<file path="src/rtl/fft_power_spectrum.sv">
// fft_power_spectrum: per-bin power |X|^2 = re^2 + im^2 of a complex FFT output stream.
// Two-stage valid/ready pipeline with full backpressure; each result carries its bin index
// and an end-of-frame flag. Optional frame peak tracker is built when the macro
// FFT_POWER_PEAK_DETECT_EN is defined; otherwise the peak_* ports are tied to zero.
module fft_power_spectrum #(
  parameter int unsigned  FFT_SIZE   = 1024,
  parameter int unsigned  DATA_WIDTH = 16,
  localparam int unsigned BIN_W      = $clog2(FFT_SIZE),
  localparam int unsigned PWR_W      = 2 * DATA_WIDTH
) (
  input  logic                    clk_i,
  input  logic                    rst_i,
  input  logic                    clear_i,
  input  logic                    in_valid_i,
  input  logic [2*DATA_WIDTH-1:0] in_data_i,
  output logic                    in_ready_o,
  output logic                    out_valid_o,
  output logic [PWR_W-1:0]        out_power_o,
  output logic [BIN_W-1:0]        out_bin_o,
  output logic                    out_last_o,
  input  logic                    out_ready_i,
  output logic                    peak_valid_o,
  output logic [BIN_W-1:0]        peak_bin_o,
  output logic [PWR_W-1:0]        peak_power_o
);

  localparam logic [BIN_W-1:0] LastBin = BIN_W'(FFT_SIZE - 1);

  // Sign-extended operands so the products are formed at full power width.
  logic signed [PWR_W-1:0] re_ext;
  logic signed [PWR_W-1:0] im_ext;
  logic signed [PWR_W-1:0] re_sq;
  logic signed [PWR_W-1:0] im_sq;

  logic                    s1_valid_q;
  logic signed [PWR_W-1:0] s1_re_sq_q;
  logic signed [PWR_W-1:0] s1_im_sq_q;
  logic [BIN_W-1:0]        s1_bin_q;

  logic                    s2_valid_q;
  logic [PWR_W-1:0]        s2_power_q;
  logic [BIN_W-1:0]        s2_bin_q;
  logic                    s2_last_q;

  logic [BIN_W-1:0]        bin_q;

  logic s1_ready;
  logic s2_ready;
  logic in_hs;

  assign re_ext = {{DATA_WIDTH{in_data_i[PWR_W-1]}}, in_data_i[PWR_W-1:DATA_WIDTH]};
  assign im_ext = {{DATA_WIDTH{in_data_i[DATA_WIDTH-1]}}, in_data_i[DATA_WIDTH-1:0]};
  assign re_sq  = re_ext * re_ext;
  assign im_sq  = im_ext * im_ext;

  // A stage can take new data when it is empty or its content moves on this edge.
  assign s2_ready   = !s2_valid_q | out_ready_i;
  assign s1_ready   = !s1_valid_q | s2_ready;
  assign in_ready_o = s1_ready & !clear_i & !rst_i;
  assign in_hs      = in_valid_i & in_ready_o;

  // Bin counter: advances per accepted sample, restarts on clear.
  always_ff @(posedge clk_i or posedge rst_i) begin
    if (rst_i) begin
      bin_q <= '0;
    end else if (clear_i) begin
      bin_q <= '0;
    end else if (in_hs) begin
      bin_q <= (bin_q == LastBin) ? '0 : bin_q + BIN_W'(1);
    end
  end

  // Stage 1: squares of re and im plus the bin tag.
  always_ff @(posedge clk_i or posedge rst_i) begin
    if (rst_i) begin
      s1_valid_q <= 1'b0;
      s1_re_sq_q <= '0;
      s1_im_sq_q <= '0;
      s1_bin_q   <= '0;
    end else if (clear_i) begin
      s1_valid_q <= 1'b0;
    end else if (s1_ready) begin
      s1_valid_q <= in_hs;
      if (in_hs) begin
        s1_re_sq_q <= re_sq;
        s1_im_sq_q <= im_sq;
        s1_bin_q   <= bin_q;
      end
    end
  end

  // Stage 2: unsigned sum (both squares are non-negative, the sum fits PWR_W).
  always_ff @(posedge clk_i or posedge rst_i) begin
    if (rst_i) begin
      s2_valid_q <= 1'b0;
      s2_power_q <= '0;
      s2_bin_q   <= '0;
      s2_last_q  <= 1'b0;
    end else if (clear_i) begin
      s2_valid_q <= 1'b0;
    end else if (s2_ready) begin
      s2_valid_q <= s1_valid_q;
      if (s1_valid_q) begin
        s2_power_q <= $unsigned(s1_re_sq_q) + $unsigned(s1_im_sq_q);
        s2_bin_q   <= s1_bin_q;
        s2_last_q  <= (s1_bin_q == LastBin);
      end
    end
  end

  assign out_valid_o = s2_valid_q;
  assign out_power_o = s2_power_q;
  assign out_bin_o   = s2_bin_q;
  assign out_last_o  = s2_last_q;

`ifdef FFT_POWER_PEAK_DETECT_EN
  logic             out_hs;
  logic [PWR_W-1:0] max_q;
  logic [BIN_W-1:0] max_bin_q;
  logic             max_load;
  logic [PWR_W-1:0] max_next;
  logic [BIN_W-1:0] max_bin_next;
  logic             peak_valid_q;
  logic [BIN_W-1:0] peak_bin_q;
  logic [PWR_W-1:0] peak_power_q;

  // Clear wins over the output handshake, so a discarded result never reaches the tracker.
  assign out_hs = s2_valid_q & out_ready_i & !clear_i;

  // Running maximum including the result leaving this cycle; strict '>' keeps the lowest bin.
  always_comb begin
    max_load     = (s2_bin_q == '0) || (s2_power_q > max_q);
    max_next     = max_load ? s2_power_q : max_q;
    max_bin_next = max_load ? s2_bin_q : max_bin_q;
  end

  // Tracker update per output handshake; publish and restart on the frame's last bin.
  always_ff @(posedge clk_i or posedge rst_i) begin
    if (rst_i) begin
      max_q        <= '0;
      max_bin_q    <= '0;
      peak_valid_q <= 1'b0;
      peak_bin_q   <= '0;
      peak_power_q <= '0;
    end else if (clear_i) begin
      max_q        <= '0;
      max_bin_q    <= '0;
      peak_valid_q <= 1'b0;
    end else begin
      peak_valid_q <= 1'b0;
      if (out_hs) begin
        max_q     <= max_next;
        max_bin_q <= max_bin_next;
        if (s2_last_q) begin
          peak_valid_q <= 1'b1;
          peak_bin_q   <= max_bin_next;
          peak_power_q <= max_next;
          max_q        <= '0;
          max_bin_q    <= '0;
        end
      end
    end
  end

  assign peak_valid_o = peak_valid_q;
  assign peak_bin_o   = peak_bin_q;
  assign peak_power_o = peak_power_q;
`else
  assign peak_valid_o = 1'b0;
  assign peak_bin_o   = '0;
  assign peak_power_o = '0;
`endif

endmodule

</file>
<file path="config.mk">
export PLATFORM = sky130hd
export DESIGN_NAME = fft_power_spectrum
export DESIGN_NICKNAME = d
export VERILOG_FILES = /design/src/rtl/fft_power_spectrum.sv
export SDC_FILE = /design/constraint.sdc
export NUM_CORES = 2
export LEC_CHECK = 0
export CORE_MARGIN = 10
export CORE_UTILIZATION = 49
export DETAILED_ROUTE_END_ITERATION = 7
export PLACE_DENSITY = 0.7
export SLEW_MARGIN = 20
export SYNTH_ARGS = -nofsm -noshare
export SYNTH_HDL_FRONTEND = slang
export SYNTH_SLANG_ARGS = --single-unit
export TNS_END_PERCENT = 20
</file>
<file path="constraint.sdc">
create_clock -name clk_i -period 4.3 [get_ports clk_i]
set_input_delay 0.86 -clock clk_i [delete_from_list [all_inputs] [get_ports clk_i]]
set_output_delay 0.86 -clock clk_i [all_outputs]
set_load 0.03 [all_outputs]
</file>
==> impl_metrics.ini <==
[outcome]
status = finished, violations left
violations = negative setup slack

[detailed_routing]
wl_microns = 60000
vias = 19100
dr.pass1.iters = 6
drt_iter0_drc = 891
viasPerCell = 5.03
avgRoutedWirePerCell_microns = 15.8
ant_nets = 0
drc_errors = 0

[cells_and_area]
drive_above_1_share_pct = 27.4
n_antenna_cell = 0
nets = 3837
nFillCells = 3782
syn2layout_area_growth_pct = 29.5

[job]
drv_cap = 0

[global_route]
grt_pass1_wl_microns = 100000
antenna_found_initial = 0
busiest_layer = met2
met3_usage_pct = 3.22
grt_max_degree = 74
use_met1_pct = 25.0
grt_util_met2_pct = 37.1
track_usage_pct = 20.5
gr-total-overflow = 0
grt_pass1_vias = 21600

[sta]
max_freq_ghz = 0.162
setup_ws_ns = -1.88
tightest_slew_ns = 0.755
slew_headroom_pct = 49.7
rsz0062_at_grt = true
final-hold-violation-count = 0
period_share_pct = 144
period_needed_ns = 6.18
setup-violations-final = 50
final.setup_skew_ns = 0.00904
slew_viol_final = 0

[worst_setup_path]
cp-start-kind = input port
startpoint = in_data_i[22]
r2r_slack_ns = 1.09
critPathRequiredTime_ns = 4.59
arrival_ns = 6.47
r2r-start = s1_re_sq_q[3]
timing.rr.end = out_power_o[21]
setup.worst_path.end_class = register
path_max_fanout = 8
r2r_cells = 11
crit_type = input port to register
crit_path_end = s1_re_sq_q[30]

[logic_synthesis]
ys_seq_elements = 127
synth_common_cells = inv_1 (658), fa_1 (468), nand2_1 (309)
synth_top_cell_by_area = fa_1
synth_edf_count = 0
synth_most_common_cell = inv_1
post_synth.cell_area_avg_sq_um = 9.25
yosysSeqAreaShare_pct = 13.2
synth.distinct_cells = 75
yosysWarnings = 0
netlist_area_sq_um = 24100
synth_area_leaders = fa_1 (39%), dfrtp_1 (13%), ha_1 (11%), inv_1 (10%), nand2_1 (4.8%)
syn_inst = 2602
async_flop_share_pct = 100
ys.flop_type = dfrtp_1
yosys.area.top_type_share_pct = 38.9

[floorplan]
start_util_pct = 49.4
dieArea_sq_um = 58400
die_x_microns = 242
coreArea_sq_um = 48700
rows = 81
io_pins = 125
die_h_microns = 242

[clock_network]
cts_buffers = 17
cts_tree = built
hold_buffers = 0
cts.reportedPaths.clkPinSlew_ns = 0.06
cts_max_level = 4
cts-root-buf = clkbuf_16
clockBufferDepth = 2
insertion_delay_ns = 0.42
clkSinkCount = 127

[worst_hold_path]
hold_class = register to register

[placement]
portBuffers = 81
gp_congestion = 0.901
dp_hpwl_microns = 48100
pre_cts_ws_ns = -2.76
==> worst min-delay path by stage <==
stage	start	end	slack, ns	cells after the start
after global routing	out_power_o[4]	out_power_o[4]	0.51	2
after CTS	out_last_o	out_last_o	0.48	2
after floorplan	s1_re_sq_q[15]	s1_re_sq_q[15]	0.45	2
after global placement	out_last_o	out_last_o	0.46	2
final	out_power_o[16]	out_power_o[16]	0.48	2
after detailed placement	out_last_o	out_last_o	0.47	2
==> per-stage QoR <==
stage | area (sq um) | util, % | setup TNS [ns] | hold slack, ns | std cells
detailed placement | 28700 | 58.8 | -114.21 | 0.465 | 3668
floorplan | 24700 | - | -64.75 | 0.445 | 2644
finish | 31200 | 63.9 | -66.01 | 0.479 | 3800
global placement | 28700 | 58.8 | -108.98 | 0.461 | 3668
CTS | 30600 | 62.7 | -67.67 | 0.479 | 3783
global route | 31200 | 63.9 | -75.21 | 0.507 | 3800
==> logic make-up after synthesis <==
group / share of synthesized area (%)
AO/OA/AOI/OAI: 8.52
XOR/XNOR: 3.97
adder cells (fa/ha/maj): 49.8
buffers and inverters: 12.8
flip-flops: 13.2
multiplexers: 0.775
other: 0.0156
AND/OR/NAND/NOR: 10.9
==> state kept, by name, summed over array words and instances, names as in the netlist <==
register	flops
s1_valid_q	1
out_power_o	32
s1_bin_q	10
out_last_o	1
out_bin_o	10
s1_re_sq_q	31
out_valid_o	1
s1_im_sq_q	31
bin_q	10
==> repair_timing <==
item                       4_1_cts  5_1_grt
setup buffers                   82       24
cloned                           1        0
setup endpoints to repair       53       52
pin swaps                      175      131
gates resized for setup        335      151
==> cell usage in the layout (no fill, tap or decap), drive strengths merged, types with 43 or more instances in the layout <==
cell / instances
buf: 517
clkdlybuf4s50: 49
ha: 209
xnor2: 80
dfrtp: 127
and2: 75
inv: 662
fa: 468
o21ai: 114
nand2: 309
conb: 43
a21oi: 64
nor2: 94
==> final cells by class <==
class                      instances  area, sq um  area share [%]
sequential                       127         3180            10.2
inverter                         661         2500            8.03
timing repair buffer             574         4850            15.6
clock inverter                    13          130           0.418
multi-input combinational       1742        19200            61.7
tap                              664          831            2.67
clock buffer                      19          443            1.42
==> routing by layer <==
metal,up-vias,routed length (microns)
li1,8812,-
met1,9743,23900
met2,435,31700
met3,118,2780
met4,0,1570
met5,-,0
==> critical path, stage by stage <==
cell	delay, ns
buf_2	0.13
buf_6	0.14
and2_4	0.15
fa_1	0.59
inv_2	0.05
fa_2	0.53
fa_1	0.41
inv_1	0.09
fa_1	0.45
fa_1	0.55
inv_1	0.05
fa_1	0.49
inv_2	0.05
ha_4	0.30
nand4_4	0.08
o211ai_1	0.22
o21bai_4	0.19
o2111ai_4	0.16
or3b_4	0.43
a311o_1	0.37
nor3_2	0.15
a211oi_2	0.05
Power is not shown: default switching activity piles up to over one toggle a cycle in this logic, so the estimate is an artifact.
